`config.mk`:
```
export PLATFORM = sky130hd
export DESIGN_NAME = riscv_mc_ctrl_flat
export DESIGN_NICKNAME = d
export VERILOG_FILES = /design/src/rtl/riscv_mc_ctrl_if.sv /design/src/rtl/riscv_mc_ctrl.sv /design/src/flat_wrapper.sv
export SDC_FILE = /design/constraint.sdc
export NUM_CORES = 1
export LEC_CHECK = 0
export CAP_MARGIN = 20
export CORE_MARGIN = 8
export CORE_UTILIZATION = 55
export CTS_CLUSTER_SIZE = 25
export DETAILED_ROUTE_END_ITERATION = 8
export DONT_BUFFER_PORTS = 1
export PLACE_DENSITY = 0.67
export SETUP_SLACK_MARGIN = 0.1
export SLEW_MARGIN = 20
export SYNTH_ARGS = -nofsm -noshare
export SYNTH_HDL_FRONTEND = slang
export SYNTH_SLANG_ARGS = --single-unit
```
`constraint.sdc`:
```
create_clock -name clk -period 2.8 [get_ports clk]
set_clock_uncertainty 0.1 [all_clocks]
set_input_delay 0.56 -clock clk [delete_from_list [all_inputs] [get_ports clk]]
set_output_delay 0.56 -clock clk [all_outputs]
set_load 0.03 [all_outputs]
```
`src/rtl/riscv_mc_ctrl_if.sv`:
```
// riscv_mc_ctrl_if: signal bundle between the multi-cycle control sequencer and its datapath/memory
interface riscv_mc_ctrl_if;
    logic [6:0] opcode;
    logic [2:0] funct3;
    logic       zero;
    logic       mem_ready;
    logic       mem_req;
    logic       AdrSrc;
    logic       IRWrite;
    logic       PCWrite;
    logic       RegWrite;
    logic       MemWrite;
    logic [2:0] ImmSrc;
    logic [1:0] ALUSrcA;
    logic [1:0] ALUSrcB;
    logic [1:0] ALUOp;
    logic [1:0] ResultSrc;
    logic [3:0] state_o;
    logic       illegal_inst;

    modport master (
        input  opcode, funct3, zero, mem_ready,
        output mem_req, AdrSrc, IRWrite, PCWrite, RegWrite, MemWrite,
        output ImmSrc, ALUSrcA, ALUSrcB, ALUOp, ResultSrc, state_o, illegal_inst
    );

    modport slave (
        output opcode, funct3, zero, mem_ready,
        input  mem_req, AdrSrc, IRWrite, PCWrite, RegWrite, MemWrite,
        input  ImmSrc, ALUSrcA, ALUSrcB, ALUOp, ResultSrc, state_o, illegal_inst
    );
endinterface

```
`src/rtl/riscv_mc_ctrl.sv`:
```
// riscv_mc_ctrl: multi-cycle RISC-V control FSM; MC_CTRL_ILLEGAL_TRAP_EN traps unknown opcodes
module riscv_mc_ctrl (
    input logic            clk,
    input logic            rst_n,
    riscv_mc_ctrl_if.master bus
);
    typedef enum logic [3:0] {
        FETCH    = 4'd0,
        DECODE   = 4'd1,
        MEMADR   = 4'd2,
        MEMREAD  = 4'd3,
        MEMWB    = 4'd4,
        MEMWRITE = 4'd5,
        EXECR    = 4'd6,
        EXECI    = 4'd7,
        ALUWB    = 4'd8,
        BRANCH   = 4'd9,
        JAL      = 4'd10,
        LUI      = 4'd11,
        TRAP     = 4'd12
    } state_t;

    state_t     state_q;
    state_t     state_d;
    logic       mem_req;
    logic       adr_src;
    logic       ir_write;
    logic       pc_write;
    logic       reg_write;
    logic       mem_write;
    logic [2:0] imm_src;
    logic [1:0] alu_src_a;
    logic [1:0] alu_src_b;
    logic [1:0] alu_op;
    logic [1:0] result_src;
    logic       taken;
`ifdef MC_CTRL_ILLEGAL_TRAP_EN
    logic       illegal_q;
    logic       illegal_d;
`endif

    assign taken = (bus.funct3 == 3'b000 && bus.zero) || (bus.funct3 == 3'b001 && !bus.zero);

    // immediate format is a pure function of the opcode, independent of state
    always_comb begin
        case (bus.opcode)
            7'b0000011, 7'b0010011: imm_src = 3'b000;
            7'b0100011:             imm_src = 3'b001;
            7'b0110111:             imm_src = 3'b010;
            7'b1100011:             imm_src = 3'b101;
            7'b1101111:             imm_src = 3'b110;
            default:                imm_src = 3'b111;
        endcase
    end

    // next state and per-state selects; only the write enables look at mem_ready/zero
    always_comb begin
        state_d    = state_q;
        mem_req    = 1'b0;
        adr_src    = 1'b0;
        ir_write   = 1'b0;
        pc_write   = 1'b0;
        reg_write  = 1'b0;
        mem_write  = 1'b0;
        alu_src_a  = 2'b00;
        alu_src_b  = 2'b00;
        alu_op     = 2'b00;
        result_src = 2'b00;
`ifdef MC_CTRL_ILLEGAL_TRAP_EN
        illegal_d  = illegal_q;
`endif
        case (state_q)
            FETCH: begin
                mem_req    = 1'b1;
                alu_src_b  = 2'b10;
                result_src = 2'b10;
                ir_write   = bus.mem_ready;
                pc_write   = bus.mem_ready;
                state_d    = bus.mem_ready ? DECODE : FETCH;
            end
            DECODE: begin
                alu_src_a = 2'b01;
                alu_src_b = 2'b01;
                case (bus.opcode)
                    7'b0000011, 7'b0100011: state_d = MEMADR;
                    7'b0110011:             state_d = EXECR;
                    7'b0010011:             state_d = EXECI;
                    7'b1100011:             state_d = BRANCH;
                    7'b1101111:             state_d = JAL;
                    7'b0110111:             state_d = LUI;
`ifdef MC_CTRL_ILLEGAL_TRAP_EN
                    default: begin
                        state_d   = TRAP;
                        illegal_d = 1'b1;
                    end
`else
                    default:                state_d = FETCH;
`endif
                endcase
            end
            MEMADR: begin
                alu_src_a = 2'b10;
                alu_src_b = 2'b01;
                state_d   = (bus.opcode == 7'b0000011) ? MEMREAD : MEMWRITE;
            end
            MEMREAD: begin
                mem_req = 1'b1;
                adr_src = 1'b1;
                state_d = bus.mem_ready ? MEMWB : MEMREAD;
            end
            MEMWB: begin
                result_src = 2'b01;
                reg_write  = 1'b1;
                state_d    = FETCH;
            end
            MEMWRITE: begin
                mem_req   = 1'b1;
                adr_src   = 1'b1;
                mem_write = bus.mem_ready;
                state_d   = bus.mem_ready ? FETCH : MEMWRITE;
            end
            EXECR: begin
                alu_src_a = 2'b10;
                alu_op    = 2'b10;
                state_d   = ALUWB;
            end
            EXECI: begin
                alu_src_a = 2'b10;
                alu_src_b = 2'b01;
                alu_op    = 2'b10;
                state_d   = ALUWB;
            end
            ALUWB: begin
                reg_write = 1'b1;
                state_d   = FETCH;
            end
            BRANCH: begin
                alu_src_a = 2'b10;
                alu_op    = 2'b01;
                pc_write  = taken;
                state_d   = FETCH;
            end
            JAL: begin
                alu_src_a = 2'b01;
                alu_src_b = 2'b10;
                pc_write  = 1'b1;
                state_d   = ALUWB;
            end
            LUI: begin
                alu_src_a = 2'b11;
                alu_src_b = 2'b01;
                state_d   = ALUWB;
            end
            TRAP:    state_d = TRAP;
            default: state_d = FETCH;
        endcase
    end

    // state register, cleared asynchronously
    always_ff @(posedge clk or negedge rst_n) begin
        if (!rst_n) state_q <= FETCH;
        else        state_q <= state_d;
    end

`ifdef MC_CTRL_ILLEGAL_TRAP_EN
    // sticky illegal-opcode flag, cleared only by reset
    always_ff @(posedge clk or negedge rst_n) begin
        if (!rst_n) illegal_q <= 1'b0;
        else        illegal_q <= illegal_d;
    end
    assign bus.illegal_inst = illegal_q;
`else
    assign bus.illegal_inst = 1'b0;
`endif

    // outputs are held at zero while reset is asserted so an aborted access drops immediately
    assign bus.mem_req   = rst_n & mem_req;
    assign bus.AdrSrc    = rst_n & adr_src;
    assign bus.IRWrite   = rst_n & ir_write;
    assign bus.PCWrite   = rst_n & pc_write;
    assign bus.RegWrite  = rst_n & reg_write;
    assign bus.MemWrite  = rst_n & mem_write;
    assign bus.ImmSrc    = {3{rst_n}} & imm_src;
    assign bus.ALUSrcA   = {2{rst_n}} & alu_src_a;
    assign bus.ALUSrcB   = {2{rst_n}} & alu_src_b;
    assign bus.ALUOp     = {2{rst_n}} & alu_op;
    assign bus.ResultSrc = {2{rst_n}} & result_src;
    assign bus.state_o   = state_q;
endmodule

```
`src/flat_wrapper.sv`:
```
// flat-port wrapper written by rule: the top's interface ports become plain ports
module riscv_mc_ctrl_flat 
  (clk, rst_n, bus_opcode, bus_funct3, bus_zero, bus_mem_ready, bus_mem_req, bus_AdrSrc, bus_IRWrite, bus_PCWrite, bus_RegWrite, bus_MemWrite, bus_ImmSrc, bus_ALUSrcA, bus_ALUSrcB, bus_ALUOp, bus_ResultSrc, bus_state_o, bus_illegal_inst);
  riscv_mc_ctrl_if bus_i ();
  input logic clk;
  input logic rst_n;
  input wire logic [$bits(bus_i.opcode)-1:0] bus_opcode;
  input wire logic [$bits(bus_i.funct3)-1:0] bus_funct3;
  input wire logic [$bits(bus_i.zero)-1:0] bus_zero;
  input wire logic [$bits(bus_i.mem_ready)-1:0] bus_mem_ready;
  output wire logic [$bits(bus_i.mem_req)-1:0] bus_mem_req;
  output wire logic [$bits(bus_i.AdrSrc)-1:0] bus_AdrSrc;
  output wire logic [$bits(bus_i.IRWrite)-1:0] bus_IRWrite;
  output wire logic [$bits(bus_i.PCWrite)-1:0] bus_PCWrite;
  output wire logic [$bits(bus_i.RegWrite)-1:0] bus_RegWrite;
  output wire logic [$bits(bus_i.MemWrite)-1:0] bus_MemWrite;
  output wire logic [$bits(bus_i.ImmSrc)-1:0] bus_ImmSrc;
  output wire logic [$bits(bus_i.ALUSrcA)-1:0] bus_ALUSrcA;
  output wire logic [$bits(bus_i.ALUSrcB)-1:0] bus_ALUSrcB;
  output wire logic [$bits(bus_i.ALUOp)-1:0] bus_ALUOp;
  output wire logic [$bits(bus_i.ResultSrc)-1:0] bus_ResultSrc;
  output wire logic [$bits(bus_i.state_o)-1:0] bus_state_o;
  output wire logic [$bits(bus_i.illegal_inst)-1:0] bus_illegal_inst;
  assign bus_i.opcode = bus_opcode;
  assign bus_i.funct3 = bus_funct3;
  assign bus_i.zero = bus_zero;
  assign bus_i.mem_ready = bus_mem_ready;
  assign bus_mem_req = bus_i.mem_req;
  assign bus_AdrSrc = bus_i.AdrSrc;
  assign bus_IRWrite = bus_i.IRWrite;
  assign bus_PCWrite = bus_i.PCWrite;
  assign bus_RegWrite = bus_i.RegWrite;
  assign bus_MemWrite = bus_i.MemWrite;
  assign bus_ImmSrc = bus_i.ImmSrc;
  assign bus_ALUSrcA = bus_i.ALUSrcA;
  assign bus_ALUSrcB = bus_i.ALUSrcB;
  assign bus_ALUOp = bus_i.ALUOp;
  assign bus_ResultSrc = bus_i.ResultSrc;
  assign bus_state_o = bus_i.state_o;
  assign bus_illegal_inst = bus_i.illegal_inst;
  riscv_mc_ctrl u_core (.clk(clk), .rst_n(rst_n), .bus(bus_i));
endmodule
```
==> flow_summary.ini, run 1 <==
[status]
run_status = complete, no violations

[global_route]
grt_first_pass_wirelength_um = 3490
via_count_of_the_first_global_routing_pass = 761
globalRouteOverflowTotal = 0
antenna_found_initial = 0
grt_max_degree = 16
grt_usage_pct = 16.2

[logic_synthesis]
post_synth.cell_area_avg_um2 = 7.35
synth_seq_cells = 4
syn_area_um2 = 749
ys_dominant_reg_cell = sky130_fd_sc_hd__dfrtp_1
post_synth_edffs = 0
synth_warnings = 0
synth.lib_cells_used.distinct = 46
yosysSeqAreaShare_pct = 13.4
synthDominantAreaCellType = sky130_fd_sc_hd__dfrtp_1
synth.net_count = 116
number_of_instances_in_the_synthesized_netlist = 102
postSynth.asyncResetShare_pct = 100
yosysTopAreaCellShare_pct = 13.4
yosys-top-cells-area = sky130_fd_sc_hd__dfrtp_1 13%, sky130_fd_sc_hd__nand2_1 5.5%, sky130_fd_sc_hd__xnor2_1 4.7%
synth.most_common_cell = sky130_fd_sc_hd__nand2_1
netlist_top_cells_count = 11 x sky130_fd_sc_hd__nand2_1, 8 x sky130_fd_sc_hd__nor2_1, 6 x sky130_fd_sc_hd__a21oi_1, 6 x sky130_fd_sc_hd__nor3_1

[critical_path]
timing.critical_path.cells = nor2b_1 > nand2_1 > or4_1 > a21oi_1 > buf_4
cp_data_required_time_ns = 2.14
crit_path_start_kind = flop
endpoint_kind = primary output
crit_arrival_ns = 1.83
setup.worst_path.class = reg2out
cp_slowest_cell = sky130_fd_sc_hd__dfrtp_2
cp_slowest_stage_delay_ns = 0.47
critical_path.max_fanout = 12

[clock_tree]
ctsRootBufferMaster = sky130_fd_sc_hd__clkbuf_4
clkLatencyLatePin_ns = 0.25
clock_tree_from_tritoncts = built
cts.sink_count = 4
post_cts_buffers = 0
cts_buffer_depth = 2
worst_setup_hold_path_clk_slew_ns = 0.04
cts_inserted_buffers = 3
cts-htree-levels = 1

[placed_design]
hpwl_um = 1610
place.gp.congestion = 0.881
port_buffers = 0
pre_cts_setup_slack_ns = 0.497

[floorplanning]
die_height_um = 52.9
placement_rows = 13
core_region_area_um2 = 1280
floorplan.initialDensity_pct = 58.3
floorplan.die.width_um = 52.9
ports_placed_on_the_boundary = 36
design.die.area_um2 = 2800

[sta]
post-route-min-period_ns = 2.49
worst-slew-pin-transition_ns = 0.557
slew_viol_final = 0
min_period_over_period_pct = 89.0
setup_total_negative_slack_ns = 0
max_slew_headroom_pct = 62.8
hold_violations = 0
max_clock_freq_mhz = 401
fin_ws_ns = 0.309
setup_viol_count_final = 0
rsz0062_at_grt = no

[finish]
final_nets = 130
layout-drive-gt1-share_pct = 23.7
synthToLayoutAreaGrowth_pct = 13.7
flip_flop_count_of_the_largest_register_after_layout = 4
antenna-diode-count = 0

[routing]
routed_via_density = 6.48
drt_first_iter_violations = 28
via_count = 836
wirelength_um = 2160
detail-route-antenna-nets = 0
post-route-drc-count = 0
detail_route.first_pass.iterations = 4
post_drt_wl_per_cell_um = 16.7

[pwr]
leakage_nw = 0.346
powerDensity_nw_per_um2 = 358
vdd.ir_drop.worst_v = 0.000169

[job]
max_cap_viol_count = 0

[min_path]
min_path_type = in2reg
[placed cells by master (no fill, tap or decap), types with 2 or more instances in the layout]
master                     synthesis  final
sky130_fd_sc_hd__buf_4             1     17
sky130_fd_sc_hd__nand2_1          11     11
sky130_fd_sc_hd__nor2_1            8      8
sky130_fd_sc_hd__a21oi_1           6      6
sky130_fd_sc_hd__nor3_1            6      6
sky130_fd_sc_hd__o21ai_0           4      4
sky130_fd_sc_hd__nor2b_1           4      4
sky130_fd_sc_hd__xnor2_1           4      4
sky130_fd_sc_hd__nor4_1            4      4
sky130_fd_sc_hd__nand3b_1          3      3
sky130_fd_sc_hd__clkbuf_4          0      3
sky130_fd_sc_hd__dfrtp_1           4      3
sky130_fd_sc_hd__inv_1             2      2
sky130_fd_sc_hd__nand4b_1          2      2
sky130_fd_sc_hd__or4_1             2      2
sky130_fd_sc_hd__or3_1             2      2
sky130_fd_sc_hd__nand3_1           2      2
sky130_fd_sc_hd__a21boi_0          2      2
sky130_fd_sc_hd__nand2b_1          2      2
sky130_fd_sc_hd__o31a_1            2      2
[per-layer routing]
layer  GRT usage (%)  wire, um  vias up  share of wire, %
met5               0         0        -                 0
met4            10.3        63        0               2.9
met3            5.32       272        9                13
met1            19.4       828      380                38
met2            24.0       991       47                46
li1                -         -      400                 -
[per-stage QoR]
stage	utilization, %	instances	total power [mW]	cell area [um^2]	hold slack (ns)
after floorplan	-	102	0.202	754	0.164
after global placement	63.7	125	0.223	818	0.165
after detailed placement	63.7	125	0.223	818	0.165
after CTS	66.2	129	0.303	851	0.387
after global routing	66.3	129	0.319	852	0.406
final	66.3	129	0.305	852	0.395
[logic make-up (layout without fill, tap and decap cells)]
group           count (synthesis)  in the layout  synth area share [%]
compound gates                 23             23                  20.9
xor+xnor                        5              5                  5.84
buf+inv                        11             23                  12.0
flops                           4              4                  13.4
mux                             1              1                  1.34
other cells                     1              1                 0.500
simple gates                   57             57                  46.1
[final timing paths]
kind	depth (start not counted)	from	slack [ns]	endpoint
min in group asynchronous	1	rst_n	0.51	u_core.bus.state_o[1]
setup reg to reg	4	u_core.bus.state_o[3]	1.14	u_core.bus.state_o[0]
max in group asynchronous	1	rst_n	1.88	u_core.bus.state_o[3]
hold reg to reg	2	u_core.bus.state_o[0]	0.63	u_core.bus.state_o[1]
setup / recovery	5	u_core.bus.state_o[3]	0.31	bus_PCWrite
hold / removal	2	bus_opcode[4]	0.40	u_core.bus.state_o[1]
[cell type report]
cell class / instances / area, um^2
Clock buffer: 3 / 22.5
Fill cell: 122 / 433
Inverter: 2 / 7.51
Multi-Input combinational cell: 87 / 564
Sequential cell: 4 / 101
Tap cell: 15 / 18.8
Timing Repair Buffer: 18 / 138
[critical path: cells and delay by family, from the launching register on]
| kind | cells | cell delay, ns |
|---|---|---|
| buffers and inverters | 1 | 0.17 |
| DFF | 1 | 0.47 |
| AOI/OAI and AO/OA | 1 | 0.14 |
| and+or+nand+nor | 3 | 0.80 |
[repair_timing]
action / in CTS / in global routing
endpoints found under the setup margin: 0 / 1
endpoints found under the hold margin: 4 / 0
hold buffers: 1 / 0
gates resized for setup: 0 / 1
[power by group]
group | switching, mW | internal (mW)
Sequential | 0.00852 | 0.0624
Clock | 0.0313 | 0.0485
Combinational | 0.0984 | 0.0561
Note: power is estimated with default switching activity, not from simulation.
==> inputs of run 2 (changes only) <==
SKIP_CTS_REPAIR_TIMING = 1   (was default)
==> run 2 against run 1 <==
  * Utilization did not move
  * Combinational power barely moved
  * Via count fell by 0.48%
  * Hold slack got worse by 0.00087 ns
  * Design area did not move
  * Sequential power barely moved
  * Clock power barely moved
==> flow_summary.ini, run 2 (synthesized netlist as in run 1, its figures left out) <==
[floorplanning]
floorplan.die.width_um = 52.9
placement_rows = 13
core_region_area_um2 = 1280
die_height_um = 52.9
floorplan.initialDensity_pct = 58.3
ports_placed_on_the_boundary = 36
design.die.area_um2 = 2800

[critical_path]
critical_path.max_fanout = 12
crit_arrival_ns = 1.83
cp_data_required_time_ns = 2.14
endpoint_kind = primary output
crit_path_start_kind = flop
setup.worst_path.class = reg2out
worstRegToRegCells = 4

[pwr]
leakage_nw = 0.346
powerDensity_nw_per_um2 = 359
vdd.ir_drop.worst_v = 0.000169
power.total_uw = 306

[global_route]
grt_util_met1_pct = 18.8
globalRouteOverflowTotal = 0
grt_util_met2_pct = 23.4
grt_most_used_layer = met2
antenna_found_initial = 0
via_count_of_the_first_global_routing_pass = 752
grt_max_degree = 16
grt_first_pass_wirelength_um = 3410
globalRouteMet3Util_pct = 5.32
grt_usage_pct = 15.8

[finish]
layout-drive-gt1-share_pct = 23.7
multi_input_comb_area_um2 = 564
flip_flop_count_of_the_largest_register_after_layout = 4
final_area_um2 = 852
antenna-diode-count = 0
num-fill-cells = 122
layout_common_cells = 17 x sky130_fd_sc_hd__buf_4, 11 x sky130_fd_sc_hd__nand2_1, 8 x sky130_fd_sc_hd__nor2_1
final_nets = 130
synthToLayoutAreaGrowth_pct = 13.7
regArea_um2 = 101
layout_commonest_cell = sky130_fd_sc_hd__buf_4

[clock_tree]
clkLatencyLatePin_ns = 0.25
cts_inserted_buffers = 3
cts-htree-levels = 1
ctsRootBufferMaster = sky130_fd_sc_hd__clkbuf_4
clock_tree_from_tritoncts = built
cts.sink_count = 4
cts_buffer_depth = 2
worst_setup_hold_path_clk_slew_ns = 0.04

[routing]
via_count = 832
post_drt_wl_per_cell_um = 16.7
detail-route-antenna-nets = 0
routed_via_density = 6.45
post-route-drc-count = 0
drt_first_iter_violations = 28
wirelength_um = 2150
detail_route.first_pass.iterations = 4

[sta]
hold_violations = 0
post-route-min-period_ns = 2.49
min_period_over_period_pct = 89.0
slew_viol_final = 0
setup_total_negative_slack_ns = 0
worst-slew-pin-transition_ns = 0.556
setup_viol_count_final = 0
fin_ws_ns = 0.309
rsz0062_at_grt = no
max_slew_headroom_pct = 62.8
max_clock_freq_mhz = 401

[placed_design]
pre_cts_setup_slack_ns = 0.497
place.gp.congestion = 0.881
hpwl_um = 1610
port_buffers = 0
cell_area_reported_after_detailed_placement_um2 = 818

[min_path]
holdPathStages = 2
min_path_type = in2reg

[status]
run_status = complete, no violations

[job]
max_cap_viol_count = 0
-- run 2: area by class of cell --
class                           instances  area share, %
Timing Repair Buffer                   18           16.2
Sequential cell                         4           11.9
Multi-Input combinational cell         87           66.2
Tap cell                               15           2.20
Clock buffer                            3           2.64
Inverter                                2          0.881
-- run 2: routing by layer --
layer,part of all wire [%],vias to the layer above
met5,0,-
met4,2.5,0
met3,13,7
met2,46,48
met1,39,377
li1,-,400
-- run 2: per-stage QoR --
| stage | util, % | hold WS, ns | instances |
|---|---|---|---|
| finish | 66.3 | 0.395 | 129 |
| global route | 66.3 | 0.406 | 129 |
| CTS | 65.4 | -0.0961 | 128 |
| detailed placement | 63.7 | 0.165 | 125 |
| global placement | 63.7 | 0.165 | 125 |
| floorplan | - | 0.164 | 102 |
-- run 2: path summary, 6_finish.rpt --
kind | from | to | slack (ns)
min in group asynchronous | rst_n | u_core.bus.state_o[1] | 0.50
max in group asynchronous | rst_n | u_core.bus.state_o[3] | 1.89
hold / removal | bus_opcode[4] | u_core.bus.state_o[1] | 0.39
hold reg to reg | u_core.bus.state_o[0] | u_core.bus.state_o[1] | 0.63
setup / recovery | u_core.bus.state_o[3] | bus_PCWrite | 0.31
setup reg to reg | u_core.bus.state_o[3] | u_core.bus.state_o[0] | 1.14
-- run 2: worst max-delay path, stage by stage (launching register included) --
cell and delay [ns]:
sky130_fd_sc_hd__dfrtp_2 0.47, sky130_fd_sc_hd__nor2b_1 0.24, sky130_fd_sc_hd__nand2_1 0.09, sky130_fd_sc_hd__or4_1 0.47
sky130_fd_sc_hd__a21oi_1 0.14, sky130_fd_sc_hd__buf_4 0.17
-- run 2: report_power, final --
part | internal [mW] | leakage, nW | switching, mW | total, mW
combinational | 0.0561 | 0.281 | 0.0984 | 0.154
clock | 0.0485 | 0.0138 | 0.0316 | 0.0801
sequential | 0.0624 | 0.0520 | 0.00852 | 0.0710
